**src/rtl/mcp_controller_p.sv**
```systemverilog
// mcp_controller_p: multicycle MIPS control unit with memory-ready stalls, bounded-wait timeout,
// sticky error state and retired-instruction counter. Define MCP_BNE_EN to enable the bne instruction.
module mcp_controller_p #(
    parameter int MAX_WAIT = 15,
    parameter int WAIT_W   = 4,
    parameter int CNT_W    = 16
) (
    input  logic             clk,
    input  logic             reset_n,
    input  logic [5:0]       op,
    input  logic [5:0]       funct,
    input  logic             zero,
    input  logic             mem_ready,
    output logic             pcen,
    output logic             memwrite,
    output logic             irwrite,
    output logic             regwrite,
    output logic             alusrca,
    output logic             iord,
    output logic             memtoreg,
    output logic             regdst,
    output logic [1:0]       alusrcb,
    output logic [1:0]       pcsrc,
    output logic [2:0]       alucontrol,
    output logic             error,
    output logic [CNT_W-1:0] instret,
    output logic [3:0]       state
);

    typedef enum logic [3:0] {
        S_FETCH  = 4'd0,
        S_DECODE = 4'd1,
        S_MEMADR = 4'd2,
        S_MEMRD  = 4'd3,
        S_MEMWB  = 4'd4,
        S_MEMWR  = 4'd5,
        S_EXEC   = 4'd6,
        S_ALUWB  = 4'd7,
        S_BEQ    = 4'd8,
        S_ADDIEX = 4'd9,
        S_ADDIWB = 4'd10,
        S_JUMP   = 4'd11,
        S_BNE    = 4'd12,
        S_ERROR  = 4'd15
    } state_t;

    localparam logic [5:0] OP_LW   = 6'b100011;
    localparam logic [5:0] OP_SW   = 6'b101011;
    localparam logic [5:0] OP_RTYP = 6'b000000;
    localparam logic [5:0] OP_BEQ  = 6'b000100;
    localparam logic [5:0] OP_ADDI = 6'b001000;
    localparam logic [5:0] OP_J    = 6'b000010;
    localparam logic [5:0] OP_BNE  = 6'b000101;

    state_t            cur_state;
    state_t            nxt_state;
    logic [WAIT_W-1:0] wait_cnt;
    logic              is_store;
    logic              wait_state;
    logic              timeout;
    logic              pcwrite;
    logic [1:0]        aluop;

    assign wait_state = (cur_state == S_FETCH) || (cur_state == S_MEMRD) || (cur_state == S_MEMWR);
    assign timeout    = wait_state && !mem_ready && (wait_cnt == WAIT_W'(MAX_WAIT - 1));

    // The lw/sw choice is captured in DECODE so op is not needed again in MEMADR.
    always_ff @(posedge clk or negedge reset_n) begin
        if (!reset_n) begin
            cur_state <= S_FETCH;
            wait_cnt  <= '0;
            instret   <= '0;
            is_store  <= 1'b0;
        end else begin
            // NOTE: state registers use non-blocking assignment so every flop samples pre-edge values.
            cur_state <= nxt_state;
            if (nxt_state != cur_state)
                wait_cnt <= '0;
            else if (wait_state && !mem_ready)
                wait_cnt <= wait_cnt + 1'b1;
            if (cur_state == S_DECODE)
                is_store <= (op == OP_SW);
            if ((nxt_state == S_FETCH) && (cur_state != S_FETCH))
                instret <= instret + 1'b1;
        end
    end

    always_comb begin
        // NOTE: assigning a default before the case keeps this block free of inferred latches.
        nxt_state = cur_state;
        case (cur_state)
            S_FETCH:  if (mem_ready) nxt_state = S_DECODE;
                      else if (timeout) nxt_state = S_ERROR;
            S_DECODE: begin
                case (op)
                    OP_LW, OP_SW: nxt_state = S_MEMADR;
                    OP_RTYP:      nxt_state = S_EXEC;
                    OP_BEQ:       nxt_state = S_BEQ;
                    OP_ADDI:      nxt_state = S_ADDIEX;
                    OP_J:         nxt_state = S_JUMP;
`ifdef MCP_BNE_EN
                    OP_BNE:       nxt_state = S_BNE;
`endif
                    default:      nxt_state = S_ERROR;
                endcase
            end
            S_MEMADR: nxt_state = is_store ? S_MEMWR : S_MEMRD;
            S_MEMRD:  if (mem_ready) nxt_state = S_MEMWB;
                      else if (timeout) nxt_state = S_ERROR;
            S_MEMWR:  if (mem_ready) nxt_state = S_FETCH;
                      else if (timeout) nxt_state = S_ERROR;
            S_EXEC:   nxt_state = S_ALUWB;
            S_ADDIEX: nxt_state = S_ADDIWB;
            S_MEMWB, S_ALUWB, S_ADDIWB, S_BEQ, S_BNE, S_JUMP: nxt_state = S_FETCH;
            S_ERROR:  nxt_state = S_ERROR;
            default:  nxt_state = S_ERROR;
        endcase
    end

    always_comb begin
        pcwrite  = 1'b0;
        memwrite = 1'b0;
        irwrite  = 1'b0;
        regwrite = 1'b0;
        alusrca  = 1'b0;
        iord     = 1'b0;
        memtoreg = 1'b0;
        regdst   = 1'b0;
        alusrcb  = 2'b00;
        pcsrc    = 2'b00;
        aluop    = 2'b00;
        case (cur_state)
            S_FETCH: begin
                irwrite = mem_ready;
                pcwrite = mem_ready;
                alusrcb = 2'b01;
            end
            S_DECODE: alusrcb = 2'b11;
            S_MEMADR, S_ADDIEX: begin
                alusrca = 1'b1;
                alusrcb = 2'b10;
            end
            S_MEMRD: iord = 1'b1;
            S_MEMWB: begin
                memtoreg = 1'b1;
                regwrite = 1'b1;
            end
            S_MEMWR: begin
                iord     = 1'b1;
                memwrite = 1'b1;
            end
            S_EXEC: begin
                alusrca = 1'b1;
                aluop   = 2'b10;
            end
            S_ALUWB: begin
                regdst   = 1'b1;
                regwrite = 1'b1;
            end
            S_ADDIWB: regwrite = 1'b1;
            S_BEQ, S_BNE: begin
                alusrca = 1'b1;
                aluop   = 2'b01;
                pcsrc   = 2'b01;
            end
            S_JUMP: begin
                pcsrc   = 2'b10;
                pcwrite = 1'b1;
            end
            default: ;
        endcase
    end

    // ERROR drives an all-zero control word, including the ALU operation.
    always_comb begin
        alucontrol = 3'b010;
        if (cur_state == S_ERROR)
            alucontrol = 3'b000;
        else if (aluop == 2'b01)
            alucontrol = 3'b110;
        else if (aluop == 2'b10) begin
            case (funct)
                6'b100010: alucontrol = 3'b110;
                6'b100100: alucontrol = 3'b000;
                6'b100101: alucontrol = 3'b001;
                6'b101010: alucontrol = 3'b111;
                default:   alucontrol = 3'b010;
            endcase
        end
    end

    assign pcen  = pcwrite | ((cur_state == S_BEQ) & zero) | ((cur_state == S_BNE) & ~zero);
    assign error = (cur_state == S_ERROR);
    assign state = cur_state;

endmodule

```
**config.mk**
```make
export PLATFORM = sky130hd
export DESIGN_NAME = mcp_controller_p
export DESIGN_NICKNAME = d
export VERILOG_FILES = /design/src/rtl/mcp_controller_p.sv
export SDC_FILE = /design/constraint.sdc
export NUM_CORES = 1
export LEC_CHECK = 0
export ABC_AREA = 1
export CORE_MARGIN = 5
export CORE_UTILIZATION = 54
export CTS_BUF_LIST = sky130_fd_sc_hd__clkbuf_4 sky130_fd_sc_hd__clkbuf_8
export DETAILED_ROUTE_END_ITERATION = 7
export PLACE_DENSITY = 0.94
export RECOVER_POWER = 100
export SLEW_MARGIN = 20
export SYNTH_ARGS = -nofsm -noshare
export SYNTH_HDL_FRONTEND = slang
export SYNTH_SLANG_ARGS = --single-unit
```
**constraint.sdc**
```tcl
create_clock -name clk -period 4 [get_ports clk]
set_clock_uncertainty 0.05 [all_clocks]
set_input_delay 1 -clock clk [delete_from_list [all_inputs] [get_ports clk]]
set_output_delay 1 -clock clk [all_outputs]
set_load 0.1 [all_outputs]
```
== Word level (Yosys, flattened, before mapping) ==
Index checks and enable logic that the tools add are counted.
Operators by class
  add/sub/neg operators: 2
  equal/unequal tests: 26
  multiplexer cells: 24
  bitwise logic cells: 5
  reductions and logical operators: 18
Operator list (number)
  6-bit equality test (second input constant): 6
  4-bit one-hot mux with 8 select lines: 1
  4-bit equality test (second input constant): 7
  4-bit two-way mux: 6
  4-bit one-hot mux with 5 select lines: 1
  16-bit by 1-bit adder with 16-bit output (second input constant): 1
  4-bit by 3-bit equality test with 1-bit output (second input constant): 4
  3-bit two-way mux: 4
  3-bit one-hot mux with 4 select lines: 1
  4-bit by 2-bit equality test with 1-bit output (second input constant): 2
  4-bit logical NOT: 2
  2-bit one-hot mux with 2 select lines: 2
  2-bit OR reduction: 4
  1-bit two-way mux: 7
  6-bit by 2-bit equality test with 1-bit output (second input constant): 1
  6-bit by 3-bit equality test with 1-bit output (second input constant): 1
  6-bit by 4-bit equality test with 1-bit output (second input constant): 1
  6-bit logical NOT: 1
  2-bit one-hot mux with 3 select lines: 1
  6-bit OR reduction: 1
  5-bit OR reduction: 1
  4-bit by 1-bit adder with 4-bit output (second input constant): 1
  4-bit by 1-bit equality test with 1-bit output (second input constant): 1
  4-bit inequality test: 1
  other kinds (12): 17
Storage, ports and cells
  register bits after elaboration: 25
  input port bits: 16
  word-level logic and storage cells: 79

== Depth between registers and ports, before layout ==
Gate-level depths: netlist of run 1.
  depth after elaboration: 10
  depth in mapped cells: 13
  mapped depth without buffers: 13

== Worst setup path before layout of run 1 ==
OpenSTA, ideal clock, no wires.
  kind: flip-flop to output port
  from: register cur_state[1] (netlist: state[1])
  to: output alucontrol[1]
  arrival: 4763 ps
  required time: 2950 ps
  slack: -1813 ps
  stages on the path, launching flop included: 4
  buffers on the path: 0
  cell sequence: dfrtp_1 nand2_1 nor3_1 a31oi_1
Between the ends
  elaborated cells on any way between the ends: 11
  those cells by class: 6 x eq/ne; 4 x mux; 1 x reduce/logical
RTL lines
  start: declaration: line 55  | state_t cur_state;
  start signal: assignment: line 76  | cur_state <= nxt_state;
  4-bit equality test
  named net error: line 25  | output logic error,
  3-bit two-way mux: line 177  | if (cur_state == S_ERROR)
  end: declaration: line 24  | output logic [2:0] alucontrol,
The timed path passes the listed nets, and every way through them passes these cells.

== Worst setup path after layout of run 1 ==
  from: register cur_state[2] (netlist: state[2])
  to: output alusrca
Between the ends
  word-level cells in the longest chain between the ends: 3
  elaborated cells on any way between the ends: 7
  those cells by class: 5 x eq/ne; 1 x mux; 1 x reduce/logical
RTL lines
  4-bit equality test (tied with other cells): line 132  | case (cur_state)
  5-bit OR reduction (no source line) *
  1-bit two-way mux *: line 132
  end: declaration: line 18  | output logic alusrca,
Every way passes the cells marked *; elsewhere a longest branch is shown, timed or not.

==> results.md, run 1 <==
* FF-to-FF setup slack at 1380 ps
* Input/output buffers at 51
* Initial Util at 56.21%
* Worst hold path type: flip-flop to flip-flop
* DR vias/cell at 5.280
* Post-CTS setup buffer count at 0
* Time the worst path needs with I/O delays and setup at ~3500 ps
* Commonest non-fill, non-tap cell in the layout: nand2_1
* Wire per inst at around 13 um
* Antenna diode count at 0
* Post-synth EDFFs at 0
* Fill count at roughly 280
* Mapped Cells at 282
* Syn Area/Cell at 6.651 um2
* TNS Setup at 0 ps
* CP Capture Type: output port
* Final hold vios at 0
* VDD IR max at between 100 and 150 uV
* Least-Margin Pin Slew at 1324 ps
* Io pins at 52
* Status: finished, final reports clean
* PnR worst setup slack at between 400 and 500 ps
* # setup viols final at 0
* Clock Path Buffers at 2
* TritonCTS Buffers at 3
* WL final at just under 5 mm
* Syn Nets at 301
* ANT nets after route at 0
* Critical Path RT at 2950 ps
* Unrepaired setup endpoints after global routing: false
* Total core area at 3337 um2
* Syn Std Cell Area at approximately 1900 um2
* Total track usage at 22.17%
* Hold depth at 2
* Layout Cells excl Fill at 382
* Largest net degree at the start of global routing at 26
* # DRC at 0
* DPL Wire Length at 3.772 mm
* Worst-Skew Late Latency at ~330 ps
* Final Core Density at 72.93%
* Fmax at 0.2828 GHz
* Number of nets in the layout at 356
* Synth warn at 0
* Inst Count DP at 378
* Placed cell area at around 2500 um2
* Row Count at 21
* Fin area at 2434 um2
* 1st-iter DRT viols at 166
* Seq. cell area at roughly 630 um2
* Register area share after synthesis at roughly 33%
* Die Y at approximately 70 um
* Area grow syn2layout at 29.75%
* Ys async rst share at between 90% and 100%
* Main flop type after synthesis: dfrtp_1
* Unique cell type count in the Yosys netlist at 29
* Relative slew slack at 11.76%
* Grt total ovfl at 0
* Arr. time, crit path at between 2000 and 2500 ps
* Max-Cap Viols at 0
* H-Tree Level Count at 1
* Via count of the first global-routing pass at 1907
* Cell count of the worst reg-to-reg path at 13
* Max-slew violations at 0
* Cts hold-fix bufs at 0
* Die ar. at 4752 um2
* Pwr Density at 164.4 nW/um2
* Total number of vias at 2017
* Root buffer cell: clkbuf_4
* Layout cell share with drive strength beyond 1 at around 8.3%
* Drt first pass iters at 4
* Placer Congestion at 0.9355
* Worst setup SP type: flip-flop
* WS Path Type: flip-flop to output port
* Crit Path Max Fanout at 7
* First-pass GRT wire length at roughly 8.1 mm
* Yosys reg bits at 25
* Leak Pwr at 1.269 nW
* Period utilization at 88.40%
* Post-CTS Resized at 0
* Clk pin slew, worst setup/hold paths at 140 ps
* Initial antenna violation count at 0
* Die width at 68.94 um
* CTS Sinks at 25
* Area of the multi-input gates at 1115 um2
* Clock tree from TritonCTS: done
* Commonest non-fill, non-tap cells in the layout: nand2_1 (82), nor2_1 (43), nand3_1 (35), inv_1 (30), dfrtp_1 (25)
* Place WS at 581.9 ps
-- final cells by class --
cell class,instances,area share (%)
multi-input cells,221,45.81
clock inverters,1,0.3085
repair buffers,53,19.79
flip-flops and latches,25,25.71
inverters,33,5.090
clock buffers,3,0.9255
well taps,46,2.365
-- state kept, by name, summed over array words and instances (netlist names) --
register,count
instret,16
state,4
wait_cnt,4
is_store,1
-- per-stage QoR --
stage | power [mW] | hold slack [ps]
floorplan | 0.2657 | 470.5
global placement | 0.2881 | 432.2
detailed placement | 0.2890 | 438.0
CTS | 0.4046 | 471.9
global route | 0.4145 | 499.8
finish | 0.4001 | 457.2
-- Yosys cell counts, types with 4 or more instances --
cell type | n | share of area [%]
nand2_1 | 81 | 16
nor2_1 | 44 | 8.8
nand3_1 | 35 | 9.3
inv_1 | 30 | 6.0
dfrtp_1 | 25 | 33
xor2_1 | 12 | 5.6
a21oi_1 | 7 | 1.9
nand4_1 | 6 | 2.0
nand2_2 | 5 | 1.7
xnor2_1 | 5 | 2.3
o21ai_0 | 4 | 1.1
-- report_power, final --
part	internal [mW]	leakage (nW)	switching [mW]
clock	0.0384	0.0139	0.0784
sequential	0.253	0.323	0
combinational	0.0151	0.932	0.0155
total	0.306	1.27	0.0939
-- final timing paths --
path / startpoint / to
max in group asynchronous: reset_n / is_store
worst max register to register: state[2] / instret[8]
min in group asynchronous: reset_n / instret[0]
worst min-delay path: instret[13] / instret[13]
worst max-delay path: state[2] / alusrca
worst min register to register: instret[13] / instret[13]
-- logic make-up after synthesis --
logic type	share of synthesized area [%]
fa+ha+maj	2.002
flops	33.36
buf+inv	7.872
xor+xnor	7.938
compound gates	5.270
simple gates	43.56
-- worst max-delay path, stage by stage, from the launching register on --
cell	delay [ps]
dfrtp_1	480
inv_1	150
nor2_1	240
nand2_2	140
inv_1	140
nor2_1	70
nand2_1	60
clkbuf_1	860
-- layer usage --
metal  global-route usage [%]  vias up  share of wire [%]
met1                    27.03      912                 42
met2                    40.12       73                 49
met4                    7.786        0                2.2
li1                         -     1019                  -
met3                    2.431       13                6.4
met5                        0        -                  0
Power figures use the tool's default switching activity.
==> inputs of run 2 (changes only) <==
--- a/config.mk
+++ b/config.mk
@@ -9,6 +9,7 @@
 export CORE_MARGIN = 5
 export CORE_UTILIZATION = 54
 export CTS_BUF_LIST = sky130_fd_sc_hd__clkbuf_4 sky130_fd_sc_hd__clkbuf_8
+export CTS_CLUSTER_DIAMETER = 40
 export DETAILED_ROUTE_END_ITERATION = 7
 export PLACE_DENSITY = 0.94
 export RECOVER_POWER = 100
==> results of run 2 <==
The final DEF is identical to that of run 1; final timing and power are the same.
